## config.mk

```make
export PLATFORM = sky130hd
export DESIGN_NAME = serial_panel_driver
export DESIGN_NICKNAME = d
export VERILOG_FILES = /design/src/rtl/serial_panel_driver.sv
export SDC_FILE = /design/constraint.sdc
export NUM_CORES = 1
export LEC_CHECK = 0
export BUFFER_PORTS_ARGS = -buffer_cell sky130_fd_sc_hd__buf_4
export CORE_ASPECT_RATIO = 1.2
export CORE_MARGIN = 8
export CORE_UTILIZATION = 50
export CTS_BUF_LIST = sky130_fd_sc_hd__clkbuf_4
export DETAILED_ROUTE_END_ITERATION = 8
export PLACE_DENSITY = 0.82
export REMOVE_ABC_BUFFERS = 1
export SLEW_MARGIN = 20
export SYNTH_ARGS = -nofsm -noshare
export SYNTH_HDL_FRONTEND = slang
export SYNTH_SLANG_ARGS = --single-unit
```

## constraint.sdc

```tcl
create_clock -name clk -period 2 [get_ports clk]
set_input_delay 0.4 -clock clk [delete_from_list [all_inputs] [get_ports clk]]
set_output_delay 0.4 -clock clk [all_outputs]
set_load 0.01 [all_outputs]
```

## src/rtl/serial_panel_driver.sv

```systemverilog
// Multi-channel serial shift-out driver for LED / 7-segment panels.
// Shared sclk/pen/clr, one sdo lane per channel, load/busy/done handshake and auto-refresh.
module serial_panel_driver #(
  parameter int unsigned WIDTH     = 16,
  parameter int unsigned CHANNELS  = 2,
  parameter int unsigned DIV       = 4,
  parameter int unsigned MSB_FIRST = 1
) (
  input  logic                         clk,
  input  logic                         rst,
  input  logic [CHANNELS*WIDTH-1:0]    pdata,
  input  logic                         load,
  input  logic                         auto,
  output logic                         busy,
  output logic                         done,
  output logic                         sclk,
  output logic [CHANNELS-1:0]          sdo,
  output logic                         pen,
  output logic                         clr
);

  localparam int unsigned BIT_W = $clog2(WIDTH);
  localparam int unsigned DIV_W = (DIV > 1) ? $clog2(DIV) : 1;
  localparam logic [DIV_W-1:0] DIV_LAST = DIV_W'(DIV - 1);
  localparam logic [BIT_W-1:0] BIT_LAST = BIT_W'(WIDTH - 1);

  typedef enum logic [1:0] {IDLE, CLEAR, SHIFT, LATCH} state_e;

  state_e                      state_q;
  logic [DIV_W-1:0]            div_q;
  logic [BIT_W-1:0]            bit_q;
  logic [CHANNELS*WIDTH-1:0]   shadow_q;
  logic                        first_q;
  logic                        busy_q;
  logic                        done_q;
  logic                        sclk_q;
  logic [CHANNELS-1:0]         sdo_q;
  logic                        pen_q;
  logic                        clr_q;
  logic                        div_end_d;

  assign busy      = busy_q;
  assign done      = done_q;
  assign sclk      = sclk_q;
  assign sdo       = sdo_q;
  assign pen       = pen_q;
  assign clr       = clr_q;
  assign div_end_d = (div_q == DIV_LAST);

  // Bit cnt of every lane; order is folded into the index rather than the data path.
  function automatic logic [CHANNELS-1:0] pick(input logic [CHANNELS*WIDTH-1:0] d,
                                                input logic [BIT_W-1:0] cnt);
    logic [BIT_W-1:0] idx;
    logic [WIDTH-1:0] lane;
    pick = '0;
    idx  = (MSB_FIRST != 0) ? (BIT_LAST - cnt) : cnt;
    for (int c = 0; c < int'(CHANNELS); c++) begin
      lane    = d[c*WIDTH +: WIDTH];
      pick[c] = lane[idx];
    end
  endfunction

  always_ff @(posedge clk or posedge rst) begin
    if (rst) begin
      state_q  <= IDLE;
      div_q    <= '0;
      bit_q    <= '0;
      shadow_q <= '0;
      first_q  <= 1'b1;
      busy_q   <= 1'b0;
      done_q   <= 1'b0;
      sclk_q   <= 1'b0;
      sdo_q    <= '0;
      pen_q    <= 1'b0;
      clr_q    <= 1'b0;
    end else begin
      done_q <= 1'b0;
      case (state_q)
        IDLE: begin
          if (load || auto) begin
            shadow_q <= pdata;
            div_q    <= '0;
            bit_q    <= '0;
            busy_q   <= 1'b1;
            sdo_q    <= pick(pdata, '0);
            state_q  <= first_q ? CLEAR : SHIFT;
          end
        end
        CLEAR: begin
          if (div_end_d) begin
            div_q   <= '0;
            clr_q   <= 1'b1;
            first_q <= 1'b0;
            state_q <= SHIFT;
          end else begin
            div_q <= div_q + DIV_W'(1);
          end
        end
        SHIFT: begin
          if (!div_end_d) begin
            div_q <= div_q + DIV_W'(1);
          end else begin
            div_q <= '0;
            if (!sclk_q) begin
              sclk_q <= 1'b1;
            end else begin
              sclk_q <= 1'b0;
              if (bit_q == BIT_LAST) begin
                pen_q   <= 1'b1;
                state_q <= LATCH;
              end else begin
                bit_q <= bit_q + BIT_W'(1);
                sdo_q <= pick(shadow_q, bit_q + BIT_W'(1));
              end
            end
          end
        end
        LATCH: begin
          if (div_end_d) begin
            div_q   <= '0;
            pen_q   <= 1'b0;
            done_q  <= 1'b1;
            busy_q  <= 1'b0;
            state_q <= IDLE;
          end else begin
            div_q <= div_q + DIV_W'(1);
          end
        end
        default: state_q <= IDLE;
      endcase
    end
  end

endmodule

```

=== Yosys cells after proc, flatten, opt, wreduce, memory -nomap -nowiden ===
Index checks and enable logic that the tools add are counted.

* Add/subtract/negate cells: 3
* Mux-type cells: 35
* $lt $le $gt $ge: 1
* Reductions and logical operators: 13
* Equal/unequal tests: 12

{| class="wikitable"
|+ Operators with widths
! kind !! number
|-
| 2-bit two-way mux || 13
|-
| 4-bit two-way mux || 4
|-
| 2-bit != test, second input constant || 7
|-
| 1-bit two-way mux || 10
|-
| 5-bit AND reduction || 2
|-
| 1-bit binary-select mux with 4-bit select || 2
|-
| 2-bit case mux with 2 select lines || 2
|-
| 2-bit case mux with 4 select lines || 1
|-
| 4-bit case mux with 2 select lines || 1
|-
| 2-bit == test, second input constant || 3
|-
| 2-bit AND reduction || 3
|-
| 6-bit AND reduction || 1
|-
| 2-bit nonzero test || 3
|-
| 4-bit by 5-bit < comparator with 1-bit output, second input constant || 1
|-
| 4-bit by 1-bit adder with 4-bit output, second input constant || 1
|-
| 4-bit == test, second input constant || 1
|-
| 1-bit case mux with 2 select lines || 2
|-
| 4-bit subtractor, first input constant || 1
|-
| 3-bit AND reduction || 1
|-
| 3-bit OR reduction || 1
|-
| 2-bit by 1-bit adder with 2-bit output, second input constant || 1
|-
| 2-bit by 1-bit == test with 1-bit output, second input constant || 1
|-
| 2-bit logical NOT || 1
|-
| 1-bit logical OR || 1
|}

* Flip-flop bits (word level): 48
* Word-level logic and storage cells: 75
* Output and inout bits: 7
* Bits of input ports: 36

=== Logic depth before layout (Yosys ltp) ===
* Depth after elaboration: 8
* Mapped depth: 8
* Depth with buffers taken out: 6

=== Least setup slack after synthesis ===
OpenSTA, ideal clock, no wires.

* Kind: flip-flop to flip-flop
* From: register state_q[0]
* To: register state_q[0]
* Arrival: 1.724 ns
* Data required time: 1.921 ns
* Stages on the path, launching flop included: 9
* Path slack: 0.197 ns
* Period minus slack after synthesis: 1.803 ns
* Buffers on the path: 2
* Library setup time: 0.079 ns
* Cell sequence: dfrtp_1 inv_1 ha_1 buf_4 or3b_1 and3_1 buf_6 o211ai_4 mux2i_1

* Cells in the longest elaborated chain, start to end: 3
* Elaborated cells between the ends (all ways): 12
* Classes of those cells: eq/ne (9); mux (1); reduce/logical (2)

{| class="wikitable"
|+ RTL lines
! what !! line !! RTL
|-
| start: declaration || 29 || <nowiki>state_e state_q;</nowiki>
|-
| start signal: assignment || 86 || <nowiki>state_q <= first_q ? CLEAR : SHIFT;</nowiki>
|-
| 2-bit == test, or another cell as far along || 78 || <nowiki>case (state_q)</nowiki>
|-
| 2-bit != test (no source line) || - ||
|-
| 6-bit AND reduction (no source line) || - ||
|}

Parallel ways exist; a longest one is shown, timed or not.
A chain may end at the register's enable or synchronous reset.

=== Worst setup path after layout ===
* From: register bit_q[1]
* To: register sdo_q[1] (netlist: sdo[1])

* Cells in the longest elaborated chain, start to end: 8
* Elaborated cells between the ends (all ways): 11
* Classes of those cells: add/sub (2); eq/ne (2); mux (6); reduce/logical (1)

{| class="wikitable"
|+ RTL lines
! what !! line !! RTL
|-
| start: declaration || 31 || <nowiki>logic [BIT_W-1:0] bit_q;</nowiki>
|-
| start signal: assignment || 112 || <nowiki>bit_q <= bit_q + BIT_W'(1);</nowiki>
|-
| 4-bit by 1-bit adder with 4-bit output || 113 || <nowiki>sdo_q <= pick(shadow_q, bit_q + BIT_W'(1));</nowiki>
|-
| 4-bit subtractor || 56 || <nowiki>idx = (MSB_FIRST != 0) ? (BIT_LAST - cnt) : cnt;</nowiki>
|-
| 1-bit binary-select mux with 4-bit select || 59 || <nowiki>pick[c] = lane[idx];</nowiki>
|-
| 1-bit two-way mux (implied by the code) || 59 ||
|-
| 2-bit two-way mux || 108 || <nowiki>if (bit_q == BIT_LAST) begin</nowiki>
|-
| 2-bit two-way mux || 104 || <nowiki>if (!sclk_q) begin</nowiki>
|-
| 2-bit two-way mux || 100 || <nowiki>if (!div_end_d) begin</nowiki>
|-
| 2-bit case mux with 2 select lines || 78 ||
|-
| end signal: assignment || 85 || <nowiki>sdo_q <= pick(pdata, '0);</nowiki>
|-
| end signal: assignment || 113 ||
|-
| end: declaration || 37 || <nowiki>logic [CHANNELS-1:0] sdo_q;</nowiki>
|}

Parallel ways exist; a longest one is shown, timed or not. The select of a mux whose other input is x is not followed.

==> results.ini <==
[setup_path]
worstSetupStartpointType=flip-flop
worstPathRequired_ps=2270
cp-end-kind=flip-flop
worstPathArrival_ps=2160
cp_max_fo=8
crit_type=reg -> reg

[routing]
wl_per_cell_um=16.9
drc_errors=0
finalWirelength_mm=4.94
antenna_left=0
drt_first_iter_violations=69
vias=1654
vias_per_cell=5.66
dr.pass1.iters=4

[grt]
grt_usage_pct=14.6
grt.busiest_layer=met2
grt_pass1_vias=1791
antenna_found_initial=0
use_met3_pct=4.65
overflow=0
grt_max_degree=33
grt_use_met2_pct=23.3
met1_usage_pct=17.7
grt_pass1_wl_mm=8.51

[yosys]
synth_area_leaders=dfrtp_1, mux2_2, mux4_2
ys_ff_latch=48
synth_edf_count=0
synth_area_per_cell_sq_um=13.2
synth-seq-area-share_pct=49.5
synth_adder_area_share_pct=4.12
synth_top_family_by_area=multiplexers
synthCells=184
syn_area_sq_um=2430
ys.flop_type=dfrtp_1
synth_xor_area_share_pct=1.39
ys_warn_count=0
synthArstFlopShare_pct=100
yosys.area_share.simple_pct=7.87
synth_cell_types=43
synth_compound_area_share_pct=8.34
yosysTopAreaCellShare_pct=48.4
muxShareOfSynthArea_pct=24.8
netlist.top_cell.by_area=dfrtp_1

[clock_tree]
clock_sinks=48
clockBufferDepth=2
cts_tree=done
clk_pin_slew_ps=150
cts_root_buffer=clkbuf_4
post_cts_buffers=0
postCtsHoldBufs=0
cts_max_level=2
worstSkewPairLatency_ps=370
cts_made_buffers=5

[hold_path]
hold_class=in -> async

[place]
place_hpwl_mm=3.81
place_area_sq_um=2850
io_buffers=42
numPlacedInstances=284
pre_cts_ws_ps=129
gp_congestion=0.926

[sta]
setup_viol=0
relSlewSlack_pct=46.8
worst_pin_slew_ps=793
min_period_over_period_pct=94.9
worst_clock_skew_ps=9.97
rsz0062_at_grt=false
drv_slew=0
setup_ws_ps=102
min_period_ps=1900
hold_violations=0
fmax_mhz=527

[final_layout]
nFillCells=390
diodes=0
final_util_pct=60.7
design_area_sq_um=2910
drive_gt1_share_pct=44.8
fin_cells=292
layout_common_cells=buf_4, dfrtp_1, mux2_2
syn_to_final_growth_pct=19.8
final_common_cell=buf_4
final_nets=275

[die]
die_h_um=92.4
initial_utilization_pct=50.7
ioPinCount=43
core_sq_um=4800
dieWidth_um=79.7
rows=28
dieArea_sq_um=7360

[power_and_ir_drop]
total_power_uw=4310
p_leak_uw=0.00132
powerDensity_nw_per_um2=1480
vdd_drop_max_mv=0.888

[status]
status=completed

[job]
drv_cap=0

==> critical path, stage by stage (launching register included) <==
cell,delay [ps]
dfrtp_1,460
ha_1,500
mux4_1,330
nor2b_1,150
a211oi_2,230
o311ai_1,130
==> cells in the mapped netlist (3+ instances only) <==
library cell and n:
buf_2 5, dfrtp_1 47, ha_1 8, inv_1 7, mux2_2 33, mux2i_1 4
mux4_1 3, mux4_2 5, nand2_1 9, nand3_1 6, nor2b_1 5, o21ai_0 8
==> layout make-up <==
cell class / instances / area [sq um] / area share [%]
Multi-Input combinational cell: 118 / 1140 / 39.0
Timing Repair Buffer: 51 / 408 / 14.0
Sequential cell: 48 / 1200 / 41.3
Inverter: 7 / 26.3 / 0.902
Clock inverter: 3 / 26.3 / 0.902
Clock buffer: 5 / 37.5 / 1.29
Tap cell: 60 / 75.1 / 2.58
==> registers in the layout, indices dropped and copies added, names as in the netlist <==
register  cells
shadow_q     32
bit_q         4
div_q         2
sdo           2
state_q       2
busy          1
clr           1
done          1
first_q       1
pen           1
sclk          1
==> power breakdown <==
group	total, uW	switching, uW	internal [uW]	leakage (uW)
clock	485	336	149	0.0000362
combinational	2120	958	1160	0.000708
sequential	1700	273	1430	0.000571
total	4310	1570	2740	0.00132
==> what timing repair did <==
action,CTS,global route
endpoints found under the setup margin,0,1
endpoints found under the hold margin,0,0
resized for setup,0,3
==> through the flow <==
stage,TNS [ps],hold slack (ps)
floorplan,-14010,442
global placement,0,444
detailed placement,0,461
CTS,0,57.9
global route,0,93.8
finish,0,59.9
==> logic make-up after synthesis <==
| group | count (synthesis) |
|---|---|
| compound gates | 27 |
| mux | 45 |
| buf+inv | 18 |
| xor+xnor | 3 |
| simple gates | 35 |
| fa+ha+maj | 8 |
| flops | 48 |
==> path summary, 6_finish.rpt <==
check / startpoint / to / slack, ps / cells past startpoint
max reg2reg: bit_q[1] / sdo[1] / 100 / 5
min: rst / shadow_q[22] / 60 / 2
min in group clk: pdata[6] / shadow_q[6] / 240 / 2
max: bit_q[1] / sdo[1] / 100 / 5
max in group asynchronous: rst / first_q / 1350 / 3
min reg2reg: clr / clr / 490 / 1
==> routing by layer <==
metal	routed length (um)	up-vias
li1	-	771
met1	2030	819
met2	2530	56
met3	309	8
met4	76	0
met5	0	-
Power figures use the tool's default switching activity.
